## src/rtl/sram_cluster_writer_if.sv

```systemverilog
`default_nettype none
// ============================================================================
// Module      : sram_cluster_writer_if
// Description : Command / data-stream / SRAM-write bundle for the SRAM
//               cluster write controller.
// Revision    : 1.0 - initial release
// ============================================================================
interface sram_cluster_writer_if #(
  parameter int SRAM_NUM   = 16,
  parameter int ADDR_WIDTH = 8,
  parameter int DATA_WIDTH = 64
);
  localparam int SEL_W = (SRAM_NUM > 1) ? $clog2(SRAM_NUM) : 1;

  // Burst command
  logic                  cmd_valid;
  logic                  cmd_ready;
  logic [SEL_W-1:0]      cmd_sram;
  logic [ADDR_WIDTH-1:0] cmd_addr;
  logic [ADDR_WIDTH-1:0] cmd_len;

  // Data stream
  logic                  data_valid;
  logic                  data_ready;
  logic [DATA_WIDTH-1:0] data;

  // SRAM write side
  logic [SRAM_NUM-1:0]   w_en;
  logic [ADDR_WIDTH-1:0] w_addr;
  logic [DATA_WIDTH-1:0] w_data;

  // Status
  logic                  busy;
  logic                  done;
  logic                  err;

  // Command/data source and write-side observer
  modport master (
    output cmd_valid, cmd_sram, cmd_addr, cmd_len,
    output data_valid, data,
    input  cmd_ready, data_ready,
    input  w_en, w_addr, w_data,
    input  busy, done, err
  );

  // The write controller itself
  modport slave (
    input  cmd_valid, cmd_sram, cmd_addr, cmd_len,
    input  data_valid, data,
    output cmd_ready, data_ready,
    output w_en, w_addr, w_data,
    output busy, done, err
  );
endinterface
`default_nettype wire

```

## src/rtl/sram_cluster_writer.sv

```systemverilog
`default_nettype none
// ============================================================================
// Module      : sram_cluster_writer
// Description : Burst write controller for the SRAM cluster. Accepts a
//               command (target SRAM, start address, length) and a stream of
//               data words, and emits registered one-hot write strobes with
//               an auto-incrementing, wrapping address.
// Revision    : 1.0 - initial release
// ============================================================================
module sram_cluster_writer #(
  parameter int SRAM_NUM   = 16,
  parameter int ADDR_WIDTH = 8,
  parameter int DATA_WIDTH = 64
) (
  input  wire                 clock,
  input  wire                 reset,   // asynchronous, active-low
  sram_cluster_writer_if.slave bus
);
  localparam int SEL_W = (SRAM_NUM > 1) ? $clog2(SRAM_NUM) : 1;
  localparam logic [SRAM_NUM-1:0] c_one_hot_base = {{(SRAM_NUM-1){1'b0}}, 1'b1};

  typedef enum logic [1:0] {
    S_IDLE  = 2'd0,
    S_WRITE = 2'd1,
    S_DONE  = 2'd2
  } state_t;

  state_t r_state;
  state_t w_state_next;

  logic [SEL_W-1:0]      r_sel;
  logic [ADDR_WIDTH-1:0] r_addr;
  logic [ADDR_WIDTH-1:0] r_remaining;
  logic                  r_bad;

  logic [SRAM_NUM-1:0]   r_w_en;
  logic [ADDR_WIDTH-1:0] r_w_addr;
  logic [DATA_WIDTH-1:0] r_w_data;

  logic w_cmd_ready;
  logic w_data_ready;
  logic w_busy;
  logic w_done;
  logic w_err;
  logic w_cmd_fire;
  logic w_word_fire;
  logic w_cmd_bad;

  // An out-of-range select is flagged so the burst still drains its words
  assign w_cmd_bad   = (int'(bus.cmd_sram) >= SRAM_NUM);
  assign w_cmd_fire  = bus.cmd_valid && w_cmd_ready;
  assign w_word_fire = bus.data_valid && w_data_ready;

  // State register
  always_ff @(posedge clock or negedge reset) begin
    if (!reset) begin
      r_state <= S_IDLE;
    end else begin
      r_state <= w_state_next;
    end
  end

  // Next-state and state-decoded handshake/status outputs
  always_comb begin
    w_state_next = r_state;
    w_cmd_ready  = 1'b0;
    w_data_ready = 1'b0;
    w_busy       = 1'b1;
    w_done       = 1'b0;
    w_err        = 1'b0;
    case (r_state)
      S_IDLE: begin
        w_cmd_ready = 1'b1;
        w_busy      = 1'b0;
        if (bus.cmd_valid) begin
          w_state_next = S_WRITE;
        end
      end
      S_WRITE: begin
        w_data_ready = 1'b1;
        if (bus.data_valid && (r_remaining == '0)) begin
          w_state_next = S_DONE;
        end
      end
      S_DONE: begin
        w_done       = 1'b1;
        w_err        = r_bad;
        w_state_next = S_IDLE;
      end
      default: begin
        w_busy       = 1'b0;
        w_state_next = S_IDLE;
      end
    endcase
  end

  // Burst context: latched on command, advanced once per accepted word
  always_ff @(posedge clock or negedge reset) begin
    if (!reset) begin
      r_sel       <= '0;
      r_addr      <= '0;
      r_remaining <= '0;
      r_bad       <= 1'b0;
    end else if (w_cmd_fire) begin
      r_sel       <= bus.cmd_sram;
      r_addr      <= bus.cmd_addr;
      r_remaining <= bus.cmd_len;
      r_bad       <= w_cmd_bad;
    end else if (w_word_fire) begin
      r_addr <= r_addr + 1'b1;
      if (r_remaining != '0) begin
        r_remaining <= r_remaining - 1'b1;
      end
    end
  end

  // Registered SRAM write port; address/data hold when no word is written
  always_ff @(posedge clock or negedge reset) begin
    if (!reset) begin
      r_w_en   <= '0;
      r_w_addr <= '0;
      r_w_data <= '0;
    end else begin
      r_w_en <= '0;
      if (w_word_fire) begin
        r_w_en   <= r_bad ? '0 : (c_one_hot_base << r_sel);
        r_w_addr <= r_addr;
        r_w_data <= bus.data;
      end
    end
  end

  assign bus.cmd_ready  = w_cmd_ready;
  assign bus.data_ready = w_data_ready;
  assign bus.busy       = w_busy;
  assign bus.done       = w_done;
  assign bus.err        = w_err;
  assign bus.w_en       = r_w_en;
  assign bus.w_addr     = r_w_addr;
  assign bus.w_data     = r_w_data;

endmodule
`default_nettype wire

```

## src/flat_wrapper.sv

```systemverilog
// flat-port wrapper written by rule: the top's interface ports become plain ports
module sram_cluster_writer_flat 
#(
  parameter int SRAM_NUM   = 16,
  parameter int ADDR_WIDTH = 8,
  parameter int DATA_WIDTH = 64
)
  (clock, reset, bus_cmd_valid, bus_cmd_sram, bus_cmd_addr, bus_cmd_len, bus_data_valid, bus_data, bus_cmd_ready, bus_data_ready, bus_w_en, bus_w_addr, bus_w_data, bus_busy, bus_done, bus_err);
  sram_cluster_writer_if #(.SRAM_NUM(SRAM_NUM), .ADDR_WIDTH(ADDR_WIDTH), .DATA_WIDTH(DATA_WIDTH)) bus_i ();
  input  wire clock;
  input  wire reset;
  input wire logic [$bits(bus_i.cmd_valid)-1:0] bus_cmd_valid;
  input wire logic [$bits(bus_i.cmd_sram)-1:0] bus_cmd_sram;
  input wire logic [$bits(bus_i.cmd_addr)-1:0] bus_cmd_addr;
  input wire logic [$bits(bus_i.cmd_len)-1:0] bus_cmd_len;
  input wire logic [$bits(bus_i.data_valid)-1:0] bus_data_valid;
  input wire logic [$bits(bus_i.data)-1:0] bus_data;
  output wire logic [$bits(bus_i.cmd_ready)-1:0] bus_cmd_ready;
  output wire logic [$bits(bus_i.data_ready)-1:0] bus_data_ready;
  output wire logic [$bits(bus_i.w_en)-1:0] bus_w_en;
  output wire logic [$bits(bus_i.w_addr)-1:0] bus_w_addr;
  output wire logic [$bits(bus_i.w_data)-1:0] bus_w_data;
  output wire logic [$bits(bus_i.busy)-1:0] bus_busy;
  output wire logic [$bits(bus_i.done)-1:0] bus_done;
  output wire logic [$bits(bus_i.err)-1:0] bus_err;
  assign bus_i.cmd_valid = bus_cmd_valid;
  assign bus_i.cmd_sram = bus_cmd_sram;
  assign bus_i.cmd_addr = bus_cmd_addr;
  assign bus_i.cmd_len = bus_cmd_len;
  assign bus_i.data_valid = bus_data_valid;
  assign bus_i.data = bus_data;
  assign bus_cmd_ready = bus_i.cmd_ready;
  assign bus_data_ready = bus_i.data_ready;
  assign bus_w_en = bus_i.w_en;
  assign bus_w_addr = bus_i.w_addr;
  assign bus_w_data = bus_i.w_data;
  assign bus_busy = bus_i.busy;
  assign bus_done = bus_i.done;
  assign bus_err = bus_i.err;
  sram_cluster_writer #(.SRAM_NUM(SRAM_NUM), .ADDR_WIDTH(ADDR_WIDTH), .DATA_WIDTH(DATA_WIDTH)) u_core (.clock(clock), .reset(reset), .bus(bus_i));
endmodule
```

## config.mk

```make
export PLATFORM = sky130hd
export DESIGN_NAME = sram_cluster_writer_flat
export DESIGN_NICKNAME = d
export VERILOG_FILES = /design/src/rtl/sram_cluster_writer_if.sv /design/src/rtl/sram_cluster_writer.sv /design/src/flat_wrapper.sv
export SDC_FILE = /design/constraint.sdc
export NUM_CORES = 1
export LEC_CHECK = 0
export CORE_MARGIN = 1
export CORE_UTILIZATION = 43
export DETAILED_ROUTE_END_ITERATION = 8
export GPL_ROUTABILITY_DRIVEN = 0
export PLACE_DENSITY = 0.83
export SETUP_SLACK_MARGIN = 0.05
export SKIP_CTS_REPAIR_TIMING = 1
export SLEW_MARGIN = 20
export SYNTH_ARGS = -nofsm -noshare
export SYNTH_HDL_FRONTEND = slang
export SYNTH_SLANG_ARGS = --single-unit
```

## constraint.sdc

```tcl
create_clock -name clock -period 1.9 [get_ports clock]
set_clock_uncertainty 0.05 [all_clocks]
set_input_delay 0.38 -clock clock [delete_from_list [all_inputs] [get_ports clock]]
set_output_delay 0.38 -clock clock [all_outputs]
set_load 0.02 [all_outputs]
```

# Word level (Yosys, flattened, before mapping)
# Cells that the tools add are included.
[op_classes] add_sub_neg=2 multipliers=0 div=0 order_cmp=0 eq_ne=4 shifts=1 n_mux=13 bitwise=0 reduce_logical=11
[op_table] op="2-to-1 mux 8 bit" n=5
[op_table] op="2-to-1 mux 16 bit" n=1
[op_table] op="left shift 1 x 4 -> 16 bit, first input constant" n=1
[op_table] op="adder 8 x 1 -> 8 bit, second input constant" n=1
[op_table] op="logical NOT 8 bit" n=1
[op_table] op="nonzero test 8 bit" n=1
[op_table] op="subtractor 8 x 1 -> 8 bit, second input constant" n=1
[op_table] op="2-to-1 mux 1 bit" n=4
[op_table] op="2-to-1 mux 2 bit" n=2
[op_table] op="case mux 2 bit (2 select lines)" n=1
[op_table] op="AND reduction 2 bit" n=2
[op_table] op="nonzero test 2 bit" n=2
[op_table] op="logical AND 1 bit" n=3
[op_table] op="== test 2 x 1 -> 1 bit, second input constant" n=1
[op_table] op="== test 2 bit, second input constant" n=1
[op_table] op="logical NOT 2 bit" n=1
[op_table] op="inequality test 2 x 1 -> 1 bit, second input constant" n=1
[op_table] op="inequality test 2 bit, second input constant" n=1
[op_table] op="OR reduction 2 bit" n=1
[totals] register_bits=110 latchBits=0 ram_bits=0 rom_bits=0 out_inout_bits=93 elab_cells=38 mem_count=0

# Logic depth before layout (Yosys ltp)
[depth] depth_word=5 depth_mapped=8 mapped_depth_nobuf=6

# Worst setup path before layout
# Ideal clock, no wire load.
[synth_timing] kind="flip-flop to flip-flop" startpoint="register u_core.r_state[1]" endpoint="register u_core.r_remaining[1]" setup_ns=0.125 arrival_ns=1.605 required_time_ns=1.725 slack_ns=0.120 path_stages_with_launch=7 n_path_buf=0 period_less_slack_ns=1.780 path_cell_list="dfrtp_1 > inv_1 > ha_1 > nand2_1 > a21oi_1 > mux2i_1 > mux2_2"
[synth_between] elab_chain_cells=5
[synth_lines] element="from (decl)" line_no="sram_cluster_writer.sv:28" rtl="state_t r_state;"
[synth_lines] element="from (signal assigned)" line_no="sram_cluster_writer.sv:59" rtl="r_state <= w_state_next;"
[synth_lines] element="== test 2 x 1 -> 1 bit" line_no="sram_cluster_writer.sv:71" rtl="case (r_state)"
[synth_lines] element="2-to-1 mux 1 bit" line_no="sram_cluster_writer.sv:71"
[synth_lines] element="via bus_data_ready" line_no="flat_wrapper.sv:19" rtl="output wire logic [$bits(bus_i.data_ready)-1:0] bus_data_ready;"
[synth_lines] element="logical AND 1 bit" line_no="sram_cluster_writer.sv:52" rtl="assign w_word_fire = bus.data_valid && w_data_ready;"
[synth_lines] element="nonzero test 2 bit (no source line)"
[synth_lines] element="AND reduction 2 bit (no source line)"
[synth_lines] element="to (signal assigned)" line_no="sram_cluster_writer.sv:107" rtl="r_remaining <= bus.cmd_len;"
[synth_lines] element="to (signal assigned)" line_no="sram_cluster_writer.sv:112" rtl="r_remaining <= r_remaining - 1'b1;"
[synth_lines] element="to (decl)" line_no="sram_cluster_writer.sv:33" rtl="logic [ADDR_WIDTH-1:0] r_remaining;"
# The timed path passes the listed nets, and every way through them passes these cells.
# A chain may end at the register's enable or synchronous reset.

# Final worst setup path
[layout_timing] startpoint="register u_core.r_remaining[0]" endpoint="register u_core.r_state[0]"
[layout_between] elab_chain_cells=4
[layout_lines] element="logical NOT 8 bit" line_no="sram_cluster_writer.sv:81" rtl="if (bus.data_valid && (r_remaining == '0)) begin"
[layout_lines] element="logical AND 1 bit" line_no="sram_cluster_writer.sv:81"
[layout_lines] element="inequality test 2 x 1 -> 1 bit (no source line)"
[layout_lines] element="AND reduction 2 bit (no source line)"
# No other way between the ends.

==> reports/results.txt <==
Run status -> complete, no violations
Tot GR Track Use -> 21.2%
Port Buffers -> 179
Final-layout fill cell count -> 749
Count of maximum capacitance violations -> 0
Critical path destination -> u_core.r_state[0]$_DFFE_PN0P_
Number of failing hold endpoints at the final stage -> 0
CTS root buffer -> clkbuf_8
Effective utilization at floorplan -> 44.8%
Depth of the critical timing path with buffers and inverters included -> 6
Longest Clk Path Bufs -> 2
Number of routed nets with antenna violations -> 0
Diode insertion count for antenna repair -> 0
Clock tree from TritonCTS -> done
Clk sinks -> 110
Critical-path top delay cell -> dfrtp_1
Area overhead of the layout relative to synthesis -> 51.1%
GR Overflow Total -> 0
Final core utilization -> 67.8%
Placeable core region -> 0.00991 mm²
Die span in x -> 104 µm
Bufs and invs on worst path -> 1
Insertion delay of the later-clocked pin in the worst-skew pair -> 0.37 ns
Number of flip-flops and latches in the synthesized netlist -> 110
Via-per-instance ratio -> 4.83
TritonCTS Buffers -> 9
DR WL met3 -> 727 µm
YS warnings -> 0
Worst min-delay path class -> in -> async
Clock input transition at the sequential cells of the worst setup and hold paths -> 0.10 ns
WS Path Type -> reg -> reg
Max-slew violation total from the final report -> 0
Number of antenna violations at the first check in global routing -> 0
Launching element of the worst setup path -> u_core.r_remaining[0]$_DFFE_PN0P_
Maximum number of pins on one net before global-route repair -> 67
Setup crit end kind -> flop
Endpoint of the most critical register-to-register path -> u_core.r_state[0]$_DFFE_PN0P_
Reg2reg path depth -> 6
I/O pin count -> 181
Count of mapped cells out of synthesis -> 471
Crit path DAT -> 2.04 ns
CTS H-tree depth -> 3
Post-route clock period utilization -> 96.7%
Number of DRC violations after detailed routing -> 0
Setup repair after global routing missed its margin -> true
First-iteration detailed-routing DRC count -> 194
Critical Path Max Stage Delay -> 0.44 ns
Unique masters post-synth -> 33
CP delay by family, top -> flip-flops
Synthesized cell area -> 0.00444 mm²
Routed wire length -> 11000 µm
PD cells -> 1540 mW/mm²
Nets@finish -> 754
Sequential cell area fraction in the yosys report -> 61.9%
Worst-case vdd ir drop -> 0.802 mV
Leakage dissipation -> 3.22 nW
Mean Syn Cell Area -> 9.44 µm²
# setup viols final -> 0
Average routed wire per standard cell -> 13.8 µm
Ratio of cells with drive above 1 in the final layout -> 7.99%
Slack of the worst reg-to-reg path -> 0.06 ns
Total number of vias -> 3847
Wire length of the first global-routing pass -> 18300 µm
Site Rows -> 36
Via count of the first global-routing pass -> 3794
Topmost layer with routed signal wires -> met4
Startpoint of the most critical register-to-register path -> u_core.r_remaining[0]$_DFFE_PN0P_
Worst path required time -> 2.11 ns
Height of the die -> 104 µm
Total power after layout -> 10.4 mW
Die ar. -> 0.0107 mm²
Maximum fanout count along the critical path -> 4
Nets in the synthesized netlist -> 567
Detail Route met2 WL -> 5220 µm
Minimum period implied by the final worst setup slack -> 1.84 ns
Detailed placer's ending HPWL -> 8010 µm
Pre-Repair DR Iteration Count -> 4
Setup crit start kind -> flop
Metal-1 WL -> 4850 µm
Sum of negative setup slack -> 0 ns
FMAX -> 545 MHz
Chain of cells forming the critical path -> inv_2 -> ha_1 -> nor4b_4 -> nand3_2 -> a21oi_2 -> mux2_2
-- where the power goes --
group          leakage (nW)  switching, mW  total (mW)  internal, mW
Clock                0.0954          0.746        1.33         0.582
Combinational          1.75           2.66        5.00          2.34
Sequential             1.37          0.722        4.03          3.31
Total                  3.22           4.13        10.4          6.23
-- cell families (layout without fill, tap and decap cells) --
| logic type | after synthesis | count (layout) | synth area share, % |
|---|---|---|---|
| muxes | 9 | 9 | 2.22 |
| adders and majority gates | 8 | 8 | 2.25 |
| and+or+nand+nor | 284 | 284 | 26.2 |
| DFF | 110 | 110 | 61.9 |
| buffers and inverters | 27 | 219 | 2.51 |
| AOI/OAI and AO/OA | 23 | 23 | 2.98 |
| other | 1 | 1 | 0.0844 |
| xor gates and xnor gates | 9 | 9 | 1.77 |
-- Yosys cell counts --
cell / count / share of area, %
buf_4: 1 / 0.17
mux2i_1: 2 / 0.45
mux2_2: 7 / 1.8
nand2b_1: 2 / 0.28
nor3_1: 8 / 0.90
or3_1: 2 / 0.28
a31oi_1: 3 / 0.42
a22oi_1: 1 / 0.17
xnor2_1: 7 / 1.4
nand2_1: 225 / 19
buf_1: 3 / 0.25
a211oi_1: 1 / 0.17
nor3b_1: 2 / 0.34
and2_1: 1 / 0.14
nor4b_4: 1 / 0.53
nor2b_1: 1 / 0.14
o31ai_1: 2 / 0.34
a21oi_1: 15 / 1.7
ha_1: 8 / 2.3
nor4_2: 1 / 0.28
clkbuf_1: 14 / 1.2
buf_2: 5 / 0.56
dfrtp_1: 110 / 62
conb_1: 1 / 0.084
nor2_1: 26 / 2.2
nor4_1: 4 / 0.56
a21oi_2: 1 / 0.20
xor2_1: 2 / 0.39
nand4_1: 2 / 0.28
nand3_2: 1 / 0.23
inv_1: 4 / 0.34
nand3_1: 5 / 0.56
nand3b_1: 3 / 0.51
-- per-layer routing --
| metal | up-vias | global-route usage, % |
|---|---|---|
| met4 | 0 | 8.57 |
| li1 | 1855 | - |
| met2 | 155 | 33.9 |
| met5 | - | 0 |
| met3 | 17 | 4.66 |
| met1 | 1820 | 28.1 |
-- area by class of cell --
| cell class | count | area [µm²] | share of cell area (%) |
|---|---|---|---|
| Multi-Input combinational cell | 334 | 1610 | 23.9 |
| Timing Repair Buffer | 199 | 1990 | 29.6 |
| Clock inverter | 3 | 17.5 | 0.261 |
| Sequential cell | 110 | 2750 | 41.0 |
| Inverter | 4 | 15.0 | 0.224 |
| Clock buffer | 13 | 169 | 2.52 |
| Tap cell | 133 | 166 | 2.48 |
-- metrics by stage --
stage	cells	hold slack (ns)	setup WS (ns)	cell area, µm²
after floorplan	471	0.0344	0.120	4440
after detailed placement	777	0.211	0.0179	6460
after global routing	796	0.365	0.0176	6710
after global placement	777	0.209	0.0520	6460
final	796	0.354	0.0636	6710
after CTS	793	-0.196	-0.300	6650
-- worst min-delay path by stage --
stage                     slack, ns  cells after the start   from                                 to
final                          0.35                      2  reset  u_core.r_remaining[5]$_DFFE_PN0P_
after global routing           0.36                      2  reset   u_core.bus.w_addr[1]$_DFFE_PN0P_
after CTS                     -0.20                      1  reset  u_core.r_remaining[5]$_DFFE_PN0P_
after floorplan                0.03                      0  reset   u_core.bus.w_addr[0]$_DFFE_PN0P_
after global placement         0.21                      1  reset  u_core.r_remaining[7]$_DFFE_PN0P_
after detailed placement       0.21                      1  reset  u_core.r_remaining[7]$_DFFE_PN0P_
-- state kept, by name (all words and copies together), names as in the netlist --
register / flops
u_core.bus.w_addr: 8
u_core.bus.w_data: 64
u_core.bus.w_en: 16
u_core.r_addr: 8
u_core.r_remaining: 8
u_core.r_sel: 4
u_core.r_state: 2
-- layout by cell type (no fill, tap or decap), types with 5 or more instances in the layout --
cell type,synthesis,layout
buf_4,1,17
mux2_2,7,7
nand2_1,225,224
xnor2_1,7,7
nor2_1,26,26
ha_1,8,8
clkdlybuf4s50_1,0,172
dlymetal6s2s_1,0,6
nand3_1,5,5
a21oi_1,15,14
dfrtp_1,110,110
nor3_1,8,8
clkbuf_8,0,12
Note: power is estimated with default switching activity, not from simulation.
